### src/rtl/cpu_pkg.sv
// Shared definitions for the 8-bit teaching CPU: widths, ALU op codes, helpers.
// Latency: n/a (declarations only).
// Backpressure: n/a.
package cpu_pkg;

    localparam int DW = 8;   // data width: R0, R1, X, DR, TR, IR, memory data
    localparam int AW = 16;  // address / internal bus width, always 2*DW

    localparam logic [3:0] ALU_CLR  = 4'b0000;
    localparam logic [3:0] ALU_ADD  = 4'b0001;
    localparam logic [3:0] ALU_SUB  = 4'b0010;
    localparam logic [3:0] ALU_INC  = 4'b0011;
    localparam logic [3:0] ALU_DEC  = 4'b0100;
    localparam logic [3:0] ALU_AND  = 4'b0101;
    localparam logic [3:0] ALU_OR   = 4'b0110;
    localparam logic [3:0] ALU_NOT  = 4'b0111;
    localparam logic [3:0] ALU_XOR  = 4'b1000;
    localparam logic [3:0] ALU_SHL  = 4'b1001;
    localparam logic [3:0] ALU_PASS = 4'b1010;

    // Zero-extend a data byte onto the address-wide bus.
    function automatic logic [AW-1:0] zext(input logic [DW-1:0] v);
        return {{(AW-DW){1'b0}}, v};
    endfunction

endpackage

### src/rtl/cpu_datapath_if.sv
// Control-unit / memory <-> datapath signal bundle.
// Latency: n/a (wires only). Backpressure: none; strobes are sampled every edge.
// master = control unit + memory side, slave = datapath.
interface cpu_datapath_if;
    import cpu_pkg::*;

    // register / memory strobes
    logic read, write, arload, arinc, pcinc, pcload;
    logic drload, trload, irload, r1load, r0load, xload, zload;
    // bus-source / memory-sink enables
    logic pcbus, drhbus, drlbus, trbus, r1bus, r0bus, membus, busmem;
    logic [3:0]    alus;
    // memory port and observation outputs
    logic [DW-1:0] mem_din;
    logic [AW-1:0] addr;
    logic [DW-1:0] mem_dout;
    logic          mem_rd, mem_wr;
    logic [DW-1:0] ir_out;
    logic          z_out;
    logic [DW-1:0] r0_out;
    logic          bus_err;

    modport master (
        output read, write, arload, arinc, pcinc, pcload,
        output drload, trload, irload, r1load, r0load, xload, zload,
        output pcbus, drhbus, drlbus, trbus, r1bus, r0bus, membus, busmem,
        output alus, mem_din,
        input  addr, mem_dout, mem_rd, mem_wr, ir_out, z_out, r0_out, bus_err
    );

    modport slave (
        input  read, write, arload, arinc, pcinc, pcload,
        input  drload, trload, irload, r1load, r0load, xload, zload,
        input  pcbus, drhbus, drlbus, trbus, r1bus, r0bus, membus, busmem,
        input  alus, mem_din,
        output addr, mem_dout, mem_rd, mem_wr, ir_out, z_out, r0_out, bus_err
    );

endinterface

### src/rtl/cpu_alu.sv
// Combinational 8-bit ALU: A=X, B=bus low byte, carry discarded.
// Latency: 0 cycles (pure logic). Backpressure: none.
// Ports: a_i, b_i operands; alus_i op code; result_o; zero_o = (result_o == 0).
module cpu_alu
    import cpu_pkg::*;
(
    input  logic [DW-1:0] a_i,
    input  logic [DW-1:0] b_i,
    input  logic [3:0]    alus_i,
    output logic [DW-1:0] result_o,
    output logic          zero_o
);

    // Unknown or reserved op codes fall through to default, so an X on
    // alus_i yields 0 rather than an X result.
    always_comb begin
        result_o = '0;
        case (alus_i)
            ALU_ADD:  result_o = a_i + b_i;
            ALU_SUB:  result_o = a_i - b_i;
            ALU_INC:  result_o = a_i + DW'(1);
            ALU_DEC:  result_o = a_i - DW'(1);
            ALU_AND:  result_o = a_i & b_i;
            ALU_OR:   result_o = a_i | b_i;
            ALU_NOT:  result_o = ~a_i;
            ALU_XOR:  result_o = a_i ^ b_i;
            ALU_SHL:  result_o = {a_i[DW-2:0], 1'b0};
            ALU_PASS: result_o = b_i;
            default:  result_o = '0;
        endcase
    end

    assign zero_o = (result_o == '0);

endmodule

### src/rtl/cpu_datapath.sv
// Register/bus datapath of the teaching CPU: PC, AR, DR, TR, IR, R0, R1, X, Z, shared bus, ALU.
// Latency: every strobe takes effect at the next rising edge; memory read is same-cycle via membus.
// Backpressure: none; bus contention (or read+write together) sets the sticky bus_err flag.
// Ports: clk, rst (async active-low), dp (slave side of cpu_datapath_if).
module cpu_datapath
    import cpu_pkg::*;
(
    input  logic           clk,
    input  logic           rst,
    cpu_datapath_if.slave  dp
);

    logic [AW-1:0] pc_q, pc_d, ar_q, ar_d;
    logic [DW-1:0] dr_q, dr_d, tr_q, tr_d, ir_q, ir_d;
    logic [DW-1:0] r0_q, r0_d, r1_q, r1_d, x_q, x_d;
    logic          z_q, z_d, err_q, err_d;

    logic [AW-1:0] bus;
    logic [2:0]    src_cnt;
    logic          multi_src;
    logic [DW-1:0] alu_res;
    logic          alu_zero;

    // Wired-OR bus: every enabled source contributes, none enabled gives 0.
    always_comb begin
        bus = '0;
        if (dp.pcbus)  bus = bus | pc_q;
        if (dp.drhbus) bus = bus | {dr_q, {DW{1'b0}}};
        if (dp.drlbus) bus = bus | zext(dr_q);
        if (dp.trbus)  bus = bus | zext(tr_q);
        if (dp.r1bus)  bus = bus | zext(r1_q);
        if (dp.r0bus)  bus = bus | zext(r0_q);
        if (dp.membus) bus = bus | zext(dp.mem_din);
    end

    assign src_cnt = 3'(dp.pcbus) + 3'(dp.drhbus) + 3'(dp.drlbus) + 3'(dp.trbus)
                   + 3'(dp.r1bus) + 3'(dp.r0bus) + 3'(dp.membus);

    // DR high + TR low is the one intentional two-source case: it builds {DR,TR}.
    assign multi_src = (src_cnt > 3'd1) &&
                       !((src_cnt == 3'd2) && dp.drhbus && dp.trbus);

    cpu_alu u_alu (
        .a_i      (x_q),
        .b_i      (bus[DW-1:0]),
        .alus_i   (dp.alus),
        .result_o (alu_res),
        .zero_o   (alu_zero)
    );

    // Next state; TR and IR take the pre-edge DR so drload+trload shifts DR->TR.
    always_comb begin
        ar_d  = dp.arload ? bus : (dp.arinc ? ar_q + AW'(1) : ar_q);
        pc_d  = dp.pcload ? bus : (dp.pcinc ? pc_q + AW'(1) : pc_q);
        dr_d  = dp.drload ? bus[DW-1:0] : dr_q;
        tr_d  = dp.trload ? dr_q : tr_q;
        ir_d  = dp.irload ? dr_q : ir_q;
        x_d   = dp.xload  ? bus[DW-1:0] : x_q;
        r1_d  = dp.r1load ? bus[DW-1:0] : r1_q;
        r0_d  = dp.r0load ? alu_res : r0_q;
        z_d   = dp.zload  ? alu_zero : z_q;
        err_d = err_q | multi_src | (dp.read & dp.write);
    end

    always_ff @(posedge clk or negedge rst) begin
        if (!rst) begin
            pc_q  <= '0;
            ar_q  <= '0;
            dr_q  <= '0;
            tr_q  <= '0;
            ir_q  <= '0;
            x_q   <= '0;
            r1_q  <= '0;
            r0_q  <= '0;
            z_q   <= 1'b0;
            err_q <= 1'b0;
        end else begin
            pc_q  <= pc_d;
            ar_q  <= ar_d;
            dr_q  <= dr_d;
            tr_q  <= tr_d;
            ir_q  <= ir_d;
            x_q   <= x_d;
            r1_q  <= r1_d;
            r0_q  <= r0_d;
            z_q   <= z_d;
            err_q <= err_d;
        end
    end

    assign dp.addr     = ar_q;
    assign dp.mem_dout = dp.busmem ? bus[DW-1:0] : '0;
    assign dp.mem_rd   = dp.read;
    // A simultaneous read blocks the write so memory is never corrupted by a conflict.
    assign dp.mem_wr   = dp.write & ~dp.read;
    assign dp.ir_out   = ir_q;
    assign dp.z_out    = z_q;
    assign dp.r0_out   = r0_q;
    assign dp.bus_err  = err_q;

endmodule

### src/flat_wrapper.sv
// flat-port wrapper written by rule: the top's interface ports become plain ports
module cpu_datapath_flat import cpu_pkg::*;
  (clk, rst, dp_read, dp_write, dp_arload, dp_arinc, dp_pcinc, dp_pcload, dp_drload, dp_trload, dp_irload, dp_r1load, dp_r0load, dp_xload, dp_zload, dp_pcbus, dp_drhbus, dp_drlbus, dp_trbus, dp_r1bus, dp_r0bus, dp_membus, dp_busmem, dp_alus, dp_mem_din, dp_addr, dp_mem_dout, dp_mem_rd, dp_mem_wr, dp_ir_out, dp_z_out, dp_r0_out, dp_bus_err);
  cpu_datapath_if dp_i ();
  input  logic clk;
  input  logic rst;
  input wire logic [$bits(dp_i.read)-1:0] dp_read;
  input wire logic [$bits(dp_i.write)-1:0] dp_write;
  input wire logic [$bits(dp_i.arload)-1:0] dp_arload;
  input wire logic [$bits(dp_i.arinc)-1:0] dp_arinc;
  input wire logic [$bits(dp_i.pcinc)-1:0] dp_pcinc;
  input wire logic [$bits(dp_i.pcload)-1:0] dp_pcload;
  input wire logic [$bits(dp_i.drload)-1:0] dp_drload;
  input wire logic [$bits(dp_i.trload)-1:0] dp_trload;
  input wire logic [$bits(dp_i.irload)-1:0] dp_irload;
  input wire logic [$bits(dp_i.r1load)-1:0] dp_r1load;
  input wire logic [$bits(dp_i.r0load)-1:0] dp_r0load;
  input wire logic [$bits(dp_i.xload)-1:0] dp_xload;
  input wire logic [$bits(dp_i.zload)-1:0] dp_zload;
  input wire logic [$bits(dp_i.pcbus)-1:0] dp_pcbus;
  input wire logic [$bits(dp_i.drhbus)-1:0] dp_drhbus;
  input wire logic [$bits(dp_i.drlbus)-1:0] dp_drlbus;
  input wire logic [$bits(dp_i.trbus)-1:0] dp_trbus;
  input wire logic [$bits(dp_i.r1bus)-1:0] dp_r1bus;
  input wire logic [$bits(dp_i.r0bus)-1:0] dp_r0bus;
  input wire logic [$bits(dp_i.membus)-1:0] dp_membus;
  input wire logic [$bits(dp_i.busmem)-1:0] dp_busmem;
  input wire logic [$bits(dp_i.alus)-1:0] dp_alus;
  input wire logic [$bits(dp_i.mem_din)-1:0] dp_mem_din;
  output wire logic [$bits(dp_i.addr)-1:0] dp_addr;
  output wire logic [$bits(dp_i.mem_dout)-1:0] dp_mem_dout;
  output wire logic [$bits(dp_i.mem_rd)-1:0] dp_mem_rd;
  output wire logic [$bits(dp_i.mem_wr)-1:0] dp_mem_wr;
  output wire logic [$bits(dp_i.ir_out)-1:0] dp_ir_out;
  output wire logic [$bits(dp_i.z_out)-1:0] dp_z_out;
  output wire logic [$bits(dp_i.r0_out)-1:0] dp_r0_out;
  output wire logic [$bits(dp_i.bus_err)-1:0] dp_bus_err;
  assign dp_i.read = dp_read;
  assign dp_i.write = dp_write;
  assign dp_i.arload = dp_arload;
  assign dp_i.arinc = dp_arinc;
  assign dp_i.pcinc = dp_pcinc;
  assign dp_i.pcload = dp_pcload;
  assign dp_i.drload = dp_drload;
  assign dp_i.trload = dp_trload;
  assign dp_i.irload = dp_irload;
  assign dp_i.r1load = dp_r1load;
  assign dp_i.r0load = dp_r0load;
  assign dp_i.xload = dp_xload;
  assign dp_i.zload = dp_zload;
  assign dp_i.pcbus = dp_pcbus;
  assign dp_i.drhbus = dp_drhbus;
  assign dp_i.drlbus = dp_drlbus;
  assign dp_i.trbus = dp_trbus;
  assign dp_i.r1bus = dp_r1bus;
  assign dp_i.r0bus = dp_r0bus;
  assign dp_i.membus = dp_membus;
  assign dp_i.busmem = dp_busmem;
  assign dp_i.alus = dp_alus;
  assign dp_i.mem_din = dp_mem_din;
  assign dp_addr = dp_i.addr;
  assign dp_mem_dout = dp_i.mem_dout;
  assign dp_mem_rd = dp_i.mem_rd;
  assign dp_mem_wr = dp_i.mem_wr;
  assign dp_ir_out = dp_i.ir_out;
  assign dp_z_out = dp_i.z_out;
  assign dp_r0_out = dp_i.r0_out;
  assign dp_bus_err = dp_i.bus_err;
  cpu_datapath u_core (.clk(clk), .rst(rst), .dp(dp_i));
endmodule
### config.mk
export PLATFORM = sky130hd
export DESIGN_NAME = cpu_datapath_flat
export DESIGN_NICKNAME = d
export VERILOG_FILES = /design/src/rtl/cpu_pkg.sv /design/src/rtl/cpu_datapath_if.sv /design/src/rtl/cpu_alu.sv /design/src/rtl/cpu_datapath.sv /design/src/flat_wrapper.sv
export SDC_FILE = /design/constraint.sdc
export NUM_CORES = 1
export LEC_CHECK = 0
export CAP_MARGIN = 20
export CORE_ASPECT_RATIO = 1.5
export CORE_MARGIN = 2
export CORE_UTILIZATION = 58
export DETAILED_ROUTE_END_ITERATION = 10
export PLACE_DENSITY = 0.94
export SLEW_MARGIN = 10
export SYNTH_ARGS = -nofsm -noshare
export SYNTH_HDL_FRONTEND = slang
export SYNTH_SLANG_ARGS = --single-unit
### constraint.sdc
create_clock -name clk -period 6.13 [get_ports clk]
set_input_delay 1.839 -clock clk [delete_from_list [all_inputs] [get_ports clk]]
set_output_delay 1.839 -clock clk [all_outputs]
set_load 0.01 [all_outputs]
==> results of run 1 <==
## worst paths after layout
kind / to / slack (ns) / depth (start not counted)
max in group asynchronous: u_core.dr_q[2] / 4.15 / 2
worst min register to register: u_core.dp.ir_out[5] / 0.51 / 1
worst max register to register: u_core.dp.z_out / 2.40 / 15
min in group asynchronous: u_core.pc_q[2] / 1.39 / 1
worst min-delay path: u_core.dp.ir_out[5] / 0.51 / 1
worst max-delay path: dp_mem_dout[1] / 0.46 / 6
## cell type report
cell class	count	area share [%]
clock buffers	11	3.82
clock inverters	5	0.945
inverters	29	1.64
multi-input cells	455	46.4
flip-flops and latches	82	31.0
well taps	112	2.12
repair buffers	95	14.1
## power groups by stage
stage | Sequential (mW) | Clock (mW) | Combinational, mW
floorplan | 0.686 | 0 | 0.275
finish | 0.690 | 0.563 | 0.487
CTS | 0.686 | 0.561 | 0.478
global route | 0.697 | 0.585 | 0.529
detailed placement | 0.694 | 0 | 0.470
global placement | 0.690 | 0 | 0.453
## cells in the final DEF, fill, tap and decap left out, drive strengths merged, types with 6 or more instances in the layout
cell	count
nand2	39
nand4	11
dfrtp	82
a21oi	62
xnor2	18
a22oi	23
and3	12
nor2	66
ha	30
xor2	19
clkdlybuf4s50	77
nor2b	19
mux2	17
a22o	16
o22ai	9
inv	29
clkbuf	11
o21ai	24
nand2b	6
nand3	15
buf	18
a32oi	8
## sequential cells by signal, indices dropped and copies added (netlist names), 8 cells and up
register,count
u_core.dp.addr,16
u_core.tr_q,8
u_core.x_q,8
u_core.pc_q,16
u_core.dp.ir_out,8
u_core.dp.r0_out,8
u_core.dr_q,8
u_core.r1_q,8
## routing by layer
metal	vias up	global-route usage (%)	part of all wire, %
li1	2288	-	-
met1	2537	35.7	34
met2	310	62.7	53
met3	89	4.77	6.3
met4	0	21.3	6.7
met5	-	0	0
## logic make-up after synthesis
kind of cell / after synthesis / share of synthesized area, %
multiplexers: 21 / 4.24
AO/OA/AOI/OAI: 170 / 20.0
XOR/XNOR: 37 / 5.93
AND/OR/NAND/NOR: 193 / 17.7
flip-flops: 82 / 37.6
adder cells (fa/ha/maj): 34 / 8.34
buffers and inverters: 77 / 6.19
==> flow_summary.json, run 1 <==
{
  "status": "completed",
  "insertion_delay_ns": 0.34,
  "p_seq_share_pct": 39.7,
  "layout-drive-gt1-share_pct": 8.57,
  "diodes": 0,
  "ys_seq_area_share_pct": 37.6,
  "die_x_um": 83.2,
  "p_switching_mw": 0.563,
  "synth_edf_count": 0,
  "slew_viol_final": 0,
  "place_area_um2": 6260,
  "swShare_pct": 32.4,
  "cp_max_fo": 9,
  "post_synth_num_cell_types": 59,
  "setup_viol": 0,
  "slowest_stage": "clkdlybuf4s50_1",
  "wl_um": 17300,
  "power.density_nw_per_um2": 263,
  "holdBufCountCts": 0,
  "end_kind": "primary output",
  "async_flop_share_pct": 100,
  "cpPeakStageDelay_ns": 0.59,
  "placed_cells_incl_taps": 771,
  "path_delay_family": "buffers and inverters",
  "required_ns": 4.29,
  "avgRoutedWirePerCell_um": 22.0,
  "layoutNonFillerInstCount": 789,
  "start_util_pct": 59.3,
  "synth.area.top_cells": "dfrtp_1 (38%), ha_1 (6.9%), a21oi_1 (5.7%)",
  "rsz0062_at_grt": "false",
  "ios": 79,
  "area_growth_pct": 21.2,
  "postLayoutCoreUtil_pct": 72.0,
  "worst_clock_skew_ns": 0.00966,
  "path_cells": "clkdlybuf4s50_1 -> a22oi_1 -> and3_1 -> inv_1 -> and2_1 -> clkdlybuf4s50_1",
  "htree_levels": 3,
  "cp-startpoint": "dp_trbus",
  "io_buffers": 78,
  "grt_pass1_vias": 5146,
  "power_mw": 1.74,
  "hold_path_class": "flip-flop to flip-flop",
  "grt_use_total_pct": 33.7,
  "layout_setup_ws_ns": 0.464,
  "dieArea_um2": 10200,
  "clockPowerShare_pct": 32.3,
  "cts_buffer_depth": 2,
  "numCtsBuffers": 9,
  "cts_tree": "built",
  "fillers": 678,
  "drc": 0,
  "syn_inst": 614,
  "syn_nets": 683,
  "gp_congestion": 1.07,
  "synth_area_per_cell_um2": 8.89,
  "timing.hold.ws_ns": 0.511,
  "hpwl_um": 12400,
  "nNetsFinal": 741,
  "first_iter_violations": 461,
  "max_slew_margin_pct": 27.9,
  "grt_overflow_total": 0,
  "peakVddDrop_uv": 229,
  "multi_input_area_um2": 3070,
  "die_y_um": 123,
  "cp_common_cell": "clkdlybuf4s50_1",
  "drtAntennaViolNets": 0,
  "antenna_found_initial": 0,
  "min_from": "u_core.dp.ir_out[5]",
  "grt_max_degree": 83,
  "p_int_mw": 1.18,
  "min_period_over_period_pct": 92.4,
  "finalCriticalPeriod_ns": 5.67,
  "synthMostInstantiatedCell": "dfrtp_1",
  "pwr-share-comb_pct": 28.0,
  "core_area_um2": 9200,
  "postCtsResizedCells": 0,
  "viasPerCell": 6.62,
  "startpoint_type": "primary input",
  "synthDominantCellAreaShare_pct": 37.6,
  "synth_ff_type": "dfrtp_1",
  "hold_violations": 0,
  "crit_buf_inv": 3,
  "synth_top_area_cell": "dfrtp_1",
  "arrival_ns": 3.83,
  "max_cap_viol_count": 0,
  "netlist_area_um2": 5460,
  "rows": 43,
  "tns_ns": 0,
  "max_freq_ghz": 0.176,
  "dr.pass1.iters": 6,
  "path_clk_slew_ns": 0.06,
  "fin_area_um2": 6620,
  "vias": 5224,
  "clock_sinks": 82,
  "power.leakage_nw": 2.69,
  "r2r-start": "u_core.dr_q[1]",
  "dpl_worst_slack_ns": 0.493,
  "clock_tree.root_cell": "clkbuf_16",
  "worstSetupPathType": "primary input to primary output",
  "seq_area_um2": 2050,
  "ys_ff_latch": 82,
  "cts_setup_buffers": 0,
  "tightest_slew_ns": 1.08,
  "grt_pass1_wl_um": 26800,
  "ys.warnings.count": 0,
  "synth_common_cells": "dfrtp_1 (82), nor2_1 (66), a21oi_1 (62), nand2_1 (39), ha_1 (30)"
}
No activity file was read; power rests on OpenSTA's default activity.
==> run 2: changes to the inputs <==
--- a/config.mk
+++ b/config.mk
@@ -8,9 +8,9 @@
 export CAP_MARGIN = 20
 export CORE_ASPECT_RATIO = 1.5
 export CORE_MARGIN = 2
-export CORE_UTILIZATION = 58
+export CORE_UTILIZATION = 30
 export DETAILED_ROUTE_END_ITERATION = 10
-export PLACE_DENSITY = 0.94
+export PLACE_DENSITY = 0.59
 export SLEW_MARGIN = 10
 export SYNTH_ARGS = -nofsm -noshare
 export SYNTH_HDL_FRONTEND = slang
==> run 2 against run 1 <==
Cell count up 13%; setup slack worse by 0.050 ns; clock power down 6.7%; wire length increased by 4.3%; register-to-register slack improved by 0.08 ns; combinational power fell by 3%; clock-buffer cell count shrank 1; critical endpoint unchanged; largest cell class unchanged.
==> flow_summary.json, run 2 (synthesized netlist as in run 1, its figures left out) <==
{
  "grt_overflow_total": 0,
  "cp_max_fo": 9,
  "drc": 0,
  "clock_tree.root_cell": "clkbuf_16",
  "dpl_worst_slack_ns": 0.381,
  "viasPerCell": 5.39,
  "die_x_um": 114,
  "cts_setup_buffers": 0,
  "first_iter_violations": 317,
  "wl_um": 18100,
  "avgRoutedWirePerCell_um": 20.2,
  "max_cap_viol_count": 0,
  "grt_pass1_vias": 4762,
  "hpwl_um": 13900,
  "postCtsResizedCells": 0,
  "gp_congestion": 0.925,
  "p_int_mw": 1.13,
  "path_delay_family": "buffers and inverters",
  "peakVddDrop_uv": 129,
  "finalCriticalPeriod_ns": 5.72,
  "worst_clock_skew_ns": 0.00754,
  "postLayoutCoreUtil_pct": 37.5,
  "cp_common_cell": "clkdlybuf4s50_1",
  "power.density_nw_per_um2": 252,
  "tightest_slew_ns": 1.03,
  "rows": 60,
  "clock_sinks": 82,
  "path_clk_slew_ns": 0.07,
  "worstSetupPathType": "primary input to primary output",
  "holdBufCountCts": 0,
  "p_switching_mw": 0.564,
  "required_ns": 4.29,
  "grt_pass1_wl_um": 27700,
  "ios": 79,
  "htree_levels": 3,
  "tns_ns": 0,
  "timing.hold.ws_ns": 0.508,
  "drtAntennaViolNets": 0,
  "clockPowerShare_pct": 31.1,
  "grt_use_total_pct": 19.0,
  "layout-drive-gt1-share_pct": 8.70,
  "slew_viol_final": 0,
  "end_kind": "primary output",
  "arrival_ns": 3.88,
  "grt_max_degree": 66,
  "hold_violations": 0,
  "max_slew_margin_pct": 31.1,
  "diodes": 0,
  "swShare_pct": 33.4,
  "cpPeakStageDelay_ns": 0.63,
  "final_common_cell": "dfrtp_1",
  "core_area_um2": 17900,
  "hold_path_class": "flip-flop to flip-flop",
  "cts_tree": "built",
  "cts_buffer_depth": 2,
  "insertion_delay_ns": 0.34,
  "startpoint_type": "primary input",
  "nNetsFinal": 742,
  "final_cell_mix": "dfrtp_1 (82), clkdlybuf4s50_1 (77), nor2_1 (66)",
  "power_mw": 1.69,
  "status": "completed",
  "setup_viol": 0,
  "io_buffers": 78,
  "pwr-share-comb_pct": 28.0,
  "crit_buf_inv": 3,
  "numCtsBuffers": 9,
  "die_y_um": 169,
  "p_seq_share_pct": 41.0,
  "min_period_over_period_pct": 93.3,
  "start_util_pct": 30.6,
  "dr.pass1.iters": 5,
  "max_freq_ghz": 0.175,
  "slowest_stage": "clkdlybuf4s50_1",
  "antenna_found_initial": 0,
  "power.leakage_nw": 2.67,
  "rsz0062_at_grt": "false",
  "path_cells": "clkdlybuf4s50_1 -> a22oi_1 -> and3_1 -> inv_1 -> and2_1 -> clkdlybuf4s50_1",
  "layout_setup_ws_ns": 0.414,
  "vias": 4828,
  "dieArea_um2": 19300,
  "area_growth_pct": 22.8
}
## run 2: cell types whose count changed in the layout (fill, tap and decap cells not counted)
cell       previous run  this run
inv_8                 0         1
clkinv_4              2         1
clkinv_2              0         1
clkbuf_8              2         1
buf_16                1         0
buf_4                16        19
buf_8                 1         0
inv_6                 0         1
bufinv_16             1         0
## run 2: metrics by stage
step | std cells | area, µm²
floorplan | 614 | 5460
global placement | 879 | 6420
detailed placement | 879 | 6420
CTS | 895 | 6700
global route | 895 | 6700
finish | 895 | 6700
## run 2: path summary, 6_finish.rpt
kind	from	endpoint	slack, ns	depth (start not counted)
max	dp_pcbus	dp_mem_dout[1]	0.41	6
min	u_core.dp.ir_out[2]	u_core.dp.ir_out[2]	0.51	1
max reg2reg	u_core.dr_q[0]	u_core.dp.r0_out[6]	2.48	14
min reg2reg	u_core.dp.ir_out[2]	u_core.dp.ir_out[2]	0.51	1
max in group asynchronous	rst	u_core.dp.r0_out[3]	3.67	2
min in group asynchronous	rst	u_core.dp.addr[2]	1.36	1
## run 2: cell type report
cell class	instances	area, µm²
Tap cell	217	272
Sequential cell	82	2050
Multi-Input combinational cell	455	3070
Fill cell	1851	11200
Clock inverter	6	48.8
Timing Repair Buffer	96	913
Inverter	29	109
Clock buffer	10	239
## run 2: power by group through the flow
stage,Combinational [mW],Clock (mW),Sequential [mW]
finish,0.473,0.525,0.692
global route,0.522,0.561,0.701
CTS,0.475,0.534,0.692
detailed placement,0.471,0,0.702
global placement,0.469,0,0.702
floorplan,0.275,0,0.686
## run 2: metal layers
layer / wire [µm] / vias up / GRT usage [%]
li1: - / 2299 / -
met1: 6800 / 2340 / 21.0
met2: 9600 / 141 / 34.0
met3: 604 / 48 / 2.46
met4: 1060 / 0 / 11.9
met5: 0 / - / 0
## run 2: worst reg2reg max path, stage by stage, from the launching register on
cell and delay, ns:
dfrtp_1 0.46, a22oi_1 0.29, and3_1 0.40, ha_1 0.31
a21boi_0 0.13, o22ai_1 0.15, a21oi_1 0.09, fa_1 0.45
nand2b_1 0.17, o2bb2ai_1 0.15, nand2b_1 0.17, a21boi_1 0.15
xor2_1 0.09, a221oi_1 0.38, a21oi_1 0.12
